**config.mk**
```make
export PLATFORM = sky130hd
export DESIGN_NAME = mips_mc_controller
export DESIGN_NICKNAME = d
export VERILOG_FILES = /design/src/rtl/mips_mc_controller.sv
export SDC_FILE = /design/constraint.sdc
export NUM_CORES = 1
export LEC_CHECK = 0
export ABC_AREA = 1
export CORE_MARGIN = 3
export CORE_UTILIZATION = 43
export CTS_BUF_LIST = sky130_fd_sc_hd__clkbuf_2
export DETAILED_ROUTE_END_ITERATION = 8
export PLACE_DENSITY = 0.95
export SLEW_MARGIN = 20
export SYNTH_ARGS = -nofsm -noshare
export SYNTH_HDL_FRONTEND = slang
export SYNTH_SLANG_ARGS = --single-unit
```
**constraint.sdc**
```tcl
create_clock -name clk_i -period 3.45 [get_ports clk_i]
set_clock_uncertainty 0.15 [all_clocks]
set_input_delay 0.345 -clock clk_i [delete_from_list [all_inputs] [get_ports clk_i]]
set_output_delay 0.345 -clock clk_i [all_outputs]
set_load 0.005 [all_outputs]
```
**src/rtl/mips_mc_controller.sv**
```systemverilog
// Multicycle control FSM for the 8-bit miniMIPS datapath. It fetches each instruction as
// four byte reads, decodes the opcode, and drives the datapath selects and strobes (Moore).
//
// state   | meaning
// FETCH1-4| byte read n, latch into IR byte n-1, PC += 1
// DECODE  | compute branch target, dispatch on opcode
// MEMADR  | base + imm address for LB/SB
// LBRD    | read data memory at ALU out
// LBWR    | write memdata into rt
// SBWR    | write rd2 to data memory at ALU out
// RTYPEEX | ALU op per funct
// RTYPEWR | write ALU out into rd
// BEQEX   | compare, conditional PC load from ALU out
// JEX     | PC load from jump target
// ADDIEX  | rd1 + imm
// ADDIWR  | write ALU out into rt
module mips_mc_controller #(
  parameter int OPW     = 6,
  parameter bit ILLEGAL = 1'b1
) (
  input  logic           clk_i,
  input  logic           rstb_i,
  input  logic           en_i,
  input  logic [OPW-1:0] op_i,
  input  logic           zero_i,
  output logic           memread_o,
  output logic           memwrite_o,
  output logic           iord_o,
  output logic [3:0]     irwrite_o,
  output logic           pcen_o,
  output logic [1:0]     pcsource_o,
  output logic           alusrca_o,
  output logic [1:0]     alusrcb_o,
  output logic [1:0]     aluop_o,
  output logic           regdst_o,
  output logic           regwrite_o,
  output logic           memtoreg_o,
  output logic           illegal_op_o,
  output logic [3:0]     state_o
);

  typedef enum logic [3:0] {
    FETCH1  = 4'd0,
    FETCH2  = 4'd1,
    FETCH3  = 4'd2,
    FETCH4  = 4'd3,
    DECODE  = 4'd4,
    MEMADR  = 4'd5,
    LBRD    = 4'd6,
    LBWR    = 4'd7,
    SBWR    = 4'd8,
    RTYPEEX = 4'd9,
    RTYPEWR = 4'd10,
    BEQEX   = 4'd11,
    JEX     = 4'd12,
    ADDIEX  = 4'd13,
    ADDIWR  = 4'd14,
    UNUSED  = 4'd15
  } state_t;

  localparam logic [OPW-1:0] OP_LB    = OPW'(6'b100000);
  localparam logic [OPW-1:0] OP_SB    = OPW'(6'b101000);
  localparam logic [OPW-1:0] OP_RTYPE = OPW'(6'b000000);
  localparam logic [OPW-1:0] OP_BEQ   = OPW'(6'b000100);
  localparam logic [OPW-1:0] OP_J     = OPW'(6'b000010);
  localparam logic [OPW-1:0] OP_ADDI  = OPW'(6'b001000);

  state_t state_q, state_d;
  logic   illegal_q, illegal_d;

  always_ff @(posedge clk_i or negedge rstb_i) begin
    if (!rstb_i) begin
      state_q   <= FETCH1;
      illegal_q <= 1'b0;
    end else begin
      state_q   <= state_d;
      illegal_q <= illegal_d;
    end
  end

  always_comb begin
    state_d   = state_q;
    illegal_d = illegal_q;
    if (en_i) begin
      case (state_q)
        FETCH1:  state_d = FETCH2;
        FETCH2:  state_d = FETCH3;
        FETCH3:  state_d = FETCH4;
        FETCH4:  state_d = DECODE;
        DECODE: begin
          case (op_i)
            OP_LB, OP_SB: state_d = MEMADR;
            OP_RTYPE:     state_d = RTYPEEX;
            OP_BEQ:       state_d = BEQEX;
            OP_J:         state_d = JEX;
            OP_ADDI:      state_d = ADDIEX;
            default: begin
              state_d = FETCH1;
              if (ILLEGAL) illegal_d = 1'b1;
            end
          endcase
        end
        MEMADR: begin
          if (op_i == OP_LB)      state_d = LBRD;
          else if (op_i == OP_SB) state_d = SBWR;
          else                    state_d = FETCH1;
        end
        LBRD:    state_d = LBWR;
        RTYPEEX: state_d = RTYPEWR;
        ADDIEX:  state_d = ADDIWR;
        default: state_d = FETCH1;
      endcase
    end
  end

  // Raw per-state values; strobes are gated below by en and reset.
  logic       mr_raw, mw_raw, rw_raw, pw_raw, pwc_raw;
  logic [3:0] irw_raw;
  logic       iord_raw, asrca_raw, rdst_raw, m2r_raw;
  logic [1:0] psrc_raw, asrcb_raw, aop_raw;

  always_comb begin
    mr_raw    = 1'b0;
    mw_raw    = 1'b0;
    rw_raw    = 1'b0;
    pw_raw    = 1'b0;
    pwc_raw   = 1'b0;
    irw_raw   = 4'b0000;
    iord_raw  = 1'b0;
    asrca_raw = 1'b0;
    rdst_raw  = 1'b0;
    m2r_raw   = 1'b0;
    psrc_raw  = 2'b00;
    asrcb_raw = 2'b00;
    aop_raw   = 2'b00;
    case (state_q)
      FETCH1, FETCH2, FETCH3, FETCH4: begin
        mr_raw    = 1'b1;
        irw_raw   = 4'b0001 << state_q[1:0];
        asrcb_raw = 2'b01;
        pw_raw    = 1'b1;
      end
      DECODE: asrcb_raw = 2'b11;
      MEMADR, ADDIEX: begin
        asrca_raw = 1'b1;
        asrcb_raw = 2'b10;
      end
      LBRD: begin
        mr_raw   = 1'b1;
        iord_raw = 1'b1;
      end
      LBWR: begin
        rw_raw  = 1'b1;
        m2r_raw = 1'b1;
      end
      SBWR: begin
        mw_raw   = 1'b1;
        iord_raw = 1'b1;
      end
      RTYPEEX: begin
        asrca_raw = 1'b1;
        aop_raw   = 2'b10;
      end
      RTYPEWR: begin
        rdst_raw = 1'b1;
        rw_raw   = 1'b1;
      end
      BEQEX: begin
        asrca_raw = 1'b1;
        aop_raw   = 2'b01;
        pwc_raw   = 1'b1;
        psrc_raw  = 2'b01;
      end
      JEX: begin
        pw_raw   = 1'b1;
        psrc_raw = 2'b10;
      end
      ADDIWR: rw_raw = 1'b1;
      default: ;
    endcase
  end

  // Strobes drop combinationally when reset is asserted, so an abort leaves no partial write.
  logic strobe_ok;
  assign strobe_ok = en_i & rstb_i;

  assign memread_o  = strobe_ok & mr_raw;
  assign memwrite_o = strobe_ok & mw_raw;
  assign regwrite_o = strobe_ok & rw_raw;
  assign irwrite_o  = strobe_ok ? irw_raw : 4'b0000;
  assign pcen_o     = strobe_ok & (pw_raw | (pwc_raw & zero_i));

  assign iord_o     = rstb_i & iord_raw;
  assign alusrca_o  = rstb_i & asrca_raw;
  assign regdst_o   = rstb_i & rdst_raw;
  assign memtoreg_o = rstb_i & m2r_raw;
  assign pcsource_o = rstb_i ? psrc_raw  : 2'b00;
  assign alusrcb_o  = rstb_i ? asrcb_raw : 2'b00;
  assign aluop_o    = rstb_i ? aop_raw   : 2'b00;

  assign illegal_op_o = illegal_q;
  assign state_o      = state_q;

endmodule

```
==> key figures <==
GRT
  – Number of global-route vias before repair: just over 800
  – Initial antenna violation count: 0
  – First-pass GRT wire length: 3277 µm
  – GRT Util Overall: 22.04%
  – Overflow left after global routing: 0
  – Maximum number of pins on one net before global-route repair: 10

STA
  – Unrepaired setup endpoints after global routing: false
  – Final Worst Setup Slack: between 0.9 and 1 ns
  – Peak clock frequency supported by timing: between 0.4 and 0.5 GHz
  – Number of endpoints with negative hold slack in the final report: 0
  – Minimum clock period after layout: between 2 and 2.5 ns
  – Post-route clock period utilization: 71.47%
  – Finish-stage setup viols: 0
  – Tightest Pin Transition: between 0.3 and 0.4 ns
  – Rel. slew slack: 75.62%
  – Number of max-slew violations in the final report: 0
  – Total negative slack: 0 ns

CTS
  – Post-CTS Setup Repair Bufs: 0
  – Deepest clock path buffer count: 2
  – Clock-pin slew on the worst setup and hold paths: around 0.060 ns
  – Count of cells resized by post-cts repair: 0
  – Clock insertion delay at the later pin of the skew report: 0.21 ns
  – Clock buffers created by TritonCTS: 3
  – Number of buffers inserted for hold repair after clock tree synthesis: 0
  – Clock root buffer: sky130_fd_sc_hd__clkbuf_2
  – H-tree levels: 1
  – Clock sink count: 5
  – TritonCTS clock tree: built

Drt
  – Detail-routed net length per standard cell: roughly 12 µm
  – Antenna viol nets, final: 0
  – Number of DRC violations after detailed routing: 0
  – Detailed Routing Iterations Pass 1: 4
  – Via count: 833
  – Routed via count divided by cell count: just over 5
  – Total wire length: ~1900 µm
  – Initial DRC count: 12

Worst setup path
  – Critical Path RT: 2.95 ns
  – Crit start category: input pin
  – Data arrival time of the critical path: about 2.0 ns
  – Kind of critical path: in2out
  – Crit path max fanout: 9
  – Register-to-register setup slack: between 1.5 and 2 ns
  – Startpoint of the most critical register-to-register path: state_o[3]
  – Worst r2r path cells: 9
  – Endpoint kind of the worst setup timing path: primary output
  – Destination of the worst register-to-register timing path: state_o[0]

Placed design
  – Number of placed instances with taps included: about 160
  – Number of buffers added on ports: 32
  – Pre-CTS setup slack: a little under 1 ns
  – Routability-driven placement congestion ratio: 0.8849
  – Detailed placement HPWL: 1603 µm

Synth
  – Syn nets: 125
  – Post-Syn Area per Cell: 5.418 µm²
  – Register bit count reported by yosys: 5
  – Post-synthesis cell type count: 19
  – Seq/Total Area, Yosys: between 20% and 30%
  – Number of cells produced by synthesis: between 100 and 150
  – Area of the mapped netlist: 623.1 µm²
  – Number of synthesis warnings: 0

Job
  – Reported max-cap violation count: 0

Final layout
  – Layout cell share with drive strength beyond 1: between 10 and 15%
  – FILL cells: 118
  – Post-layout instance count excluding filler cells: between 150 and 200
  – Layout overhead on the synthesized area: 56.43%
  – Number of antenna repair diodes: 0
  – Net count of the finished layout: around 160
  – End-of-flow core utilization: between 70% and 80%

Pwr
  – Power per cell area: between 500 and 600 nW/µm²
  – Peak VDD IR: approximately 0.00039 V
  – Leakage power: around 0.47 nW

Floorplan
  – Die extent in x: roughly 44 µm
  – Initial standard-cell utilization of the core: 46.72%
  – Die Outline Area: a little under 2000 µm²
  – Placement row count: 13
  – CORE AREA: 1334 µm²
  – Top-level I/O count: 33
  – Height of the chip: ~44 µm

Hold path
  – Hold crit path type: in2async

Outcome
  – Status: complete, no violations
-- cells in the mapped netlist --
cell type / number / area share [%]
sky130_fd_sc_hd__a31oi_1: 1 / 1.0
sky130_fd_sc_hd__inv_4: 1 / 1.0
sky130_fd_sc_hd__a21oi_2: 1 / 1.4
sky130_fd_sc_hd__inv_2: 6 / 3.6
sky130_fd_sc_hd__nand2_2: 4 / 4.0
sky130_fd_sc_hd__o21ai_2: 1 / 1.4
sky130_fd_sc_hd__nor2_2: 1 / 1.0
sky130_fd_sc_hd__nor2_4: 1 / 1.8
sky130_fd_sc_hd__o21ai_1: 1 / 0.80
sky130_fd_sc_hd__nand3_1: 14 / 11
sky130_fd_sc_hd__dfrtp_1: 5 / 20
sky130_fd_sc_hd__a21oi_1: 6 / 4.8
sky130_fd_sc_hd__o21ai_0: 1 / 0.80
sky130_fd_sc_hd__inv_1: 13 / 7.8
sky130_fd_sc_hd__o21bai_1: 1 / 1.2
sky130_fd_sc_hd__nand2_1: 29 / 17
sky130_fd_sc_hd__nor2_1: 26 / 16
sky130_fd_sc_hd__nand2_4: 2 / 3.6
sky130_fd_sc_hd__buf_4: 1 / 1.2
-- metal layers --
layer	track usage [%]	wire (µm)
met1	26.88	800
met2	37.79	931
met3	4.065	152
met4	9.036	24
met5	0	0
-- power by group --
group,internal [mW],total (mW),switching [mW]
registers,0.0820,0.128,0.0461
logic,0.155,0.339,0.184
clock network,0.0307,0.0531,0.0224
-- worst max-delay path, stage by stage --
cell,delay [ns]
sky130_fd_sc_hd__clkdlybuf4s50_1,0.69
sky130_fd_sc_hd__nand2_1,0.22
sky130_fd_sc_hd__a31oi_1,0.20
sky130_fd_sc_hd__clkdlybuf4s50_1,0.52
-- cell type report --
cell class                      instances  area, µm²  share of cell area [%]
Clock buffer                            4      20.02                   2.054
Tap cell                               15      18.77                   1.926
Timing Repair Buffer                   32      320.3                   32.86
Sequential cell                         5      125.1                   12.84
Inverter                               20      77.57                   7.959
Multi-Input combinational cell         89      412.9                   42.36
-- layout by cell type, fill, tap and decap left out --
master and instances:
sky130_fd_sc_hd__clkdlybuf4s50_1 32, sky130_fd_sc_hd__nand2_1 29, sky130_fd_sc_hd__nor2_1 26, sky130_fd_sc_hd__nand3_1 14, sky130_fd_sc_hd__inv_1 13, sky130_fd_sc_hd__inv_2 6, sky130_fd_sc_hd__a21oi_1 6, sky130_fd_sc_hd__dfrtp_1 5
sky130_fd_sc_hd__nand2_2 4, sky130_fd_sc_hd__clkbuf_2 4, sky130_fd_sc_hd__nand2_4 2, sky130_fd_sc_hd__inv_4 1, sky130_fd_sc_hd__nor2_2 1, sky130_fd_sc_hd__nor2_4 1, sky130_fd_sc_hd__a31oi_1 1, sky130_fd_sc_hd__o21bai_1 1
sky130_fd_sc_hd__a21oi_2 1, sky130_fd_sc_hd__o21ai_1 1, sky130_fd_sc_hd__o21ai_2 1, sky130_fd_sc_hd__o21ai_0 1
-- sequential cells by signal, indices dropped and copies added (netlist names) --
| name | flops |
|---|---|
| illegal_op_o | 1 |
| state_o | 4 |
-- stage by stage --
stage	hold slack (ns)	instance area, µm²	power (mW)
floorplan	-0.1006	623.1	0.3200
global placement	0.3263	954.7	0.4569
detailed placement	0.3386	954.7	0.4640
CTS	0.2554	974.7	0.5203
global route	0.2689	974.7	0.5652
finish	0.2617	974.7	0.5198
-- worst max path at each step --
stage,start,end,cells after the start
final,rstb_i,pcen_o,4
after global routing,rstb_i,pcen_o,4
after CTS,rstb_i,pcen_o,4
after detailed placement,rstb_i,pcen_o,4
after global placement,rstb_i,pcen_o,4
after floorplan,state_o[3],pcen_o,3
-- logic make-up after synthesis --
logic type / synth area share (%)
simple gates: 54.82
buf+inv: 13.66
compound gates: 11.45
flops: 20.08
Power figures use the tool's default switching activity.
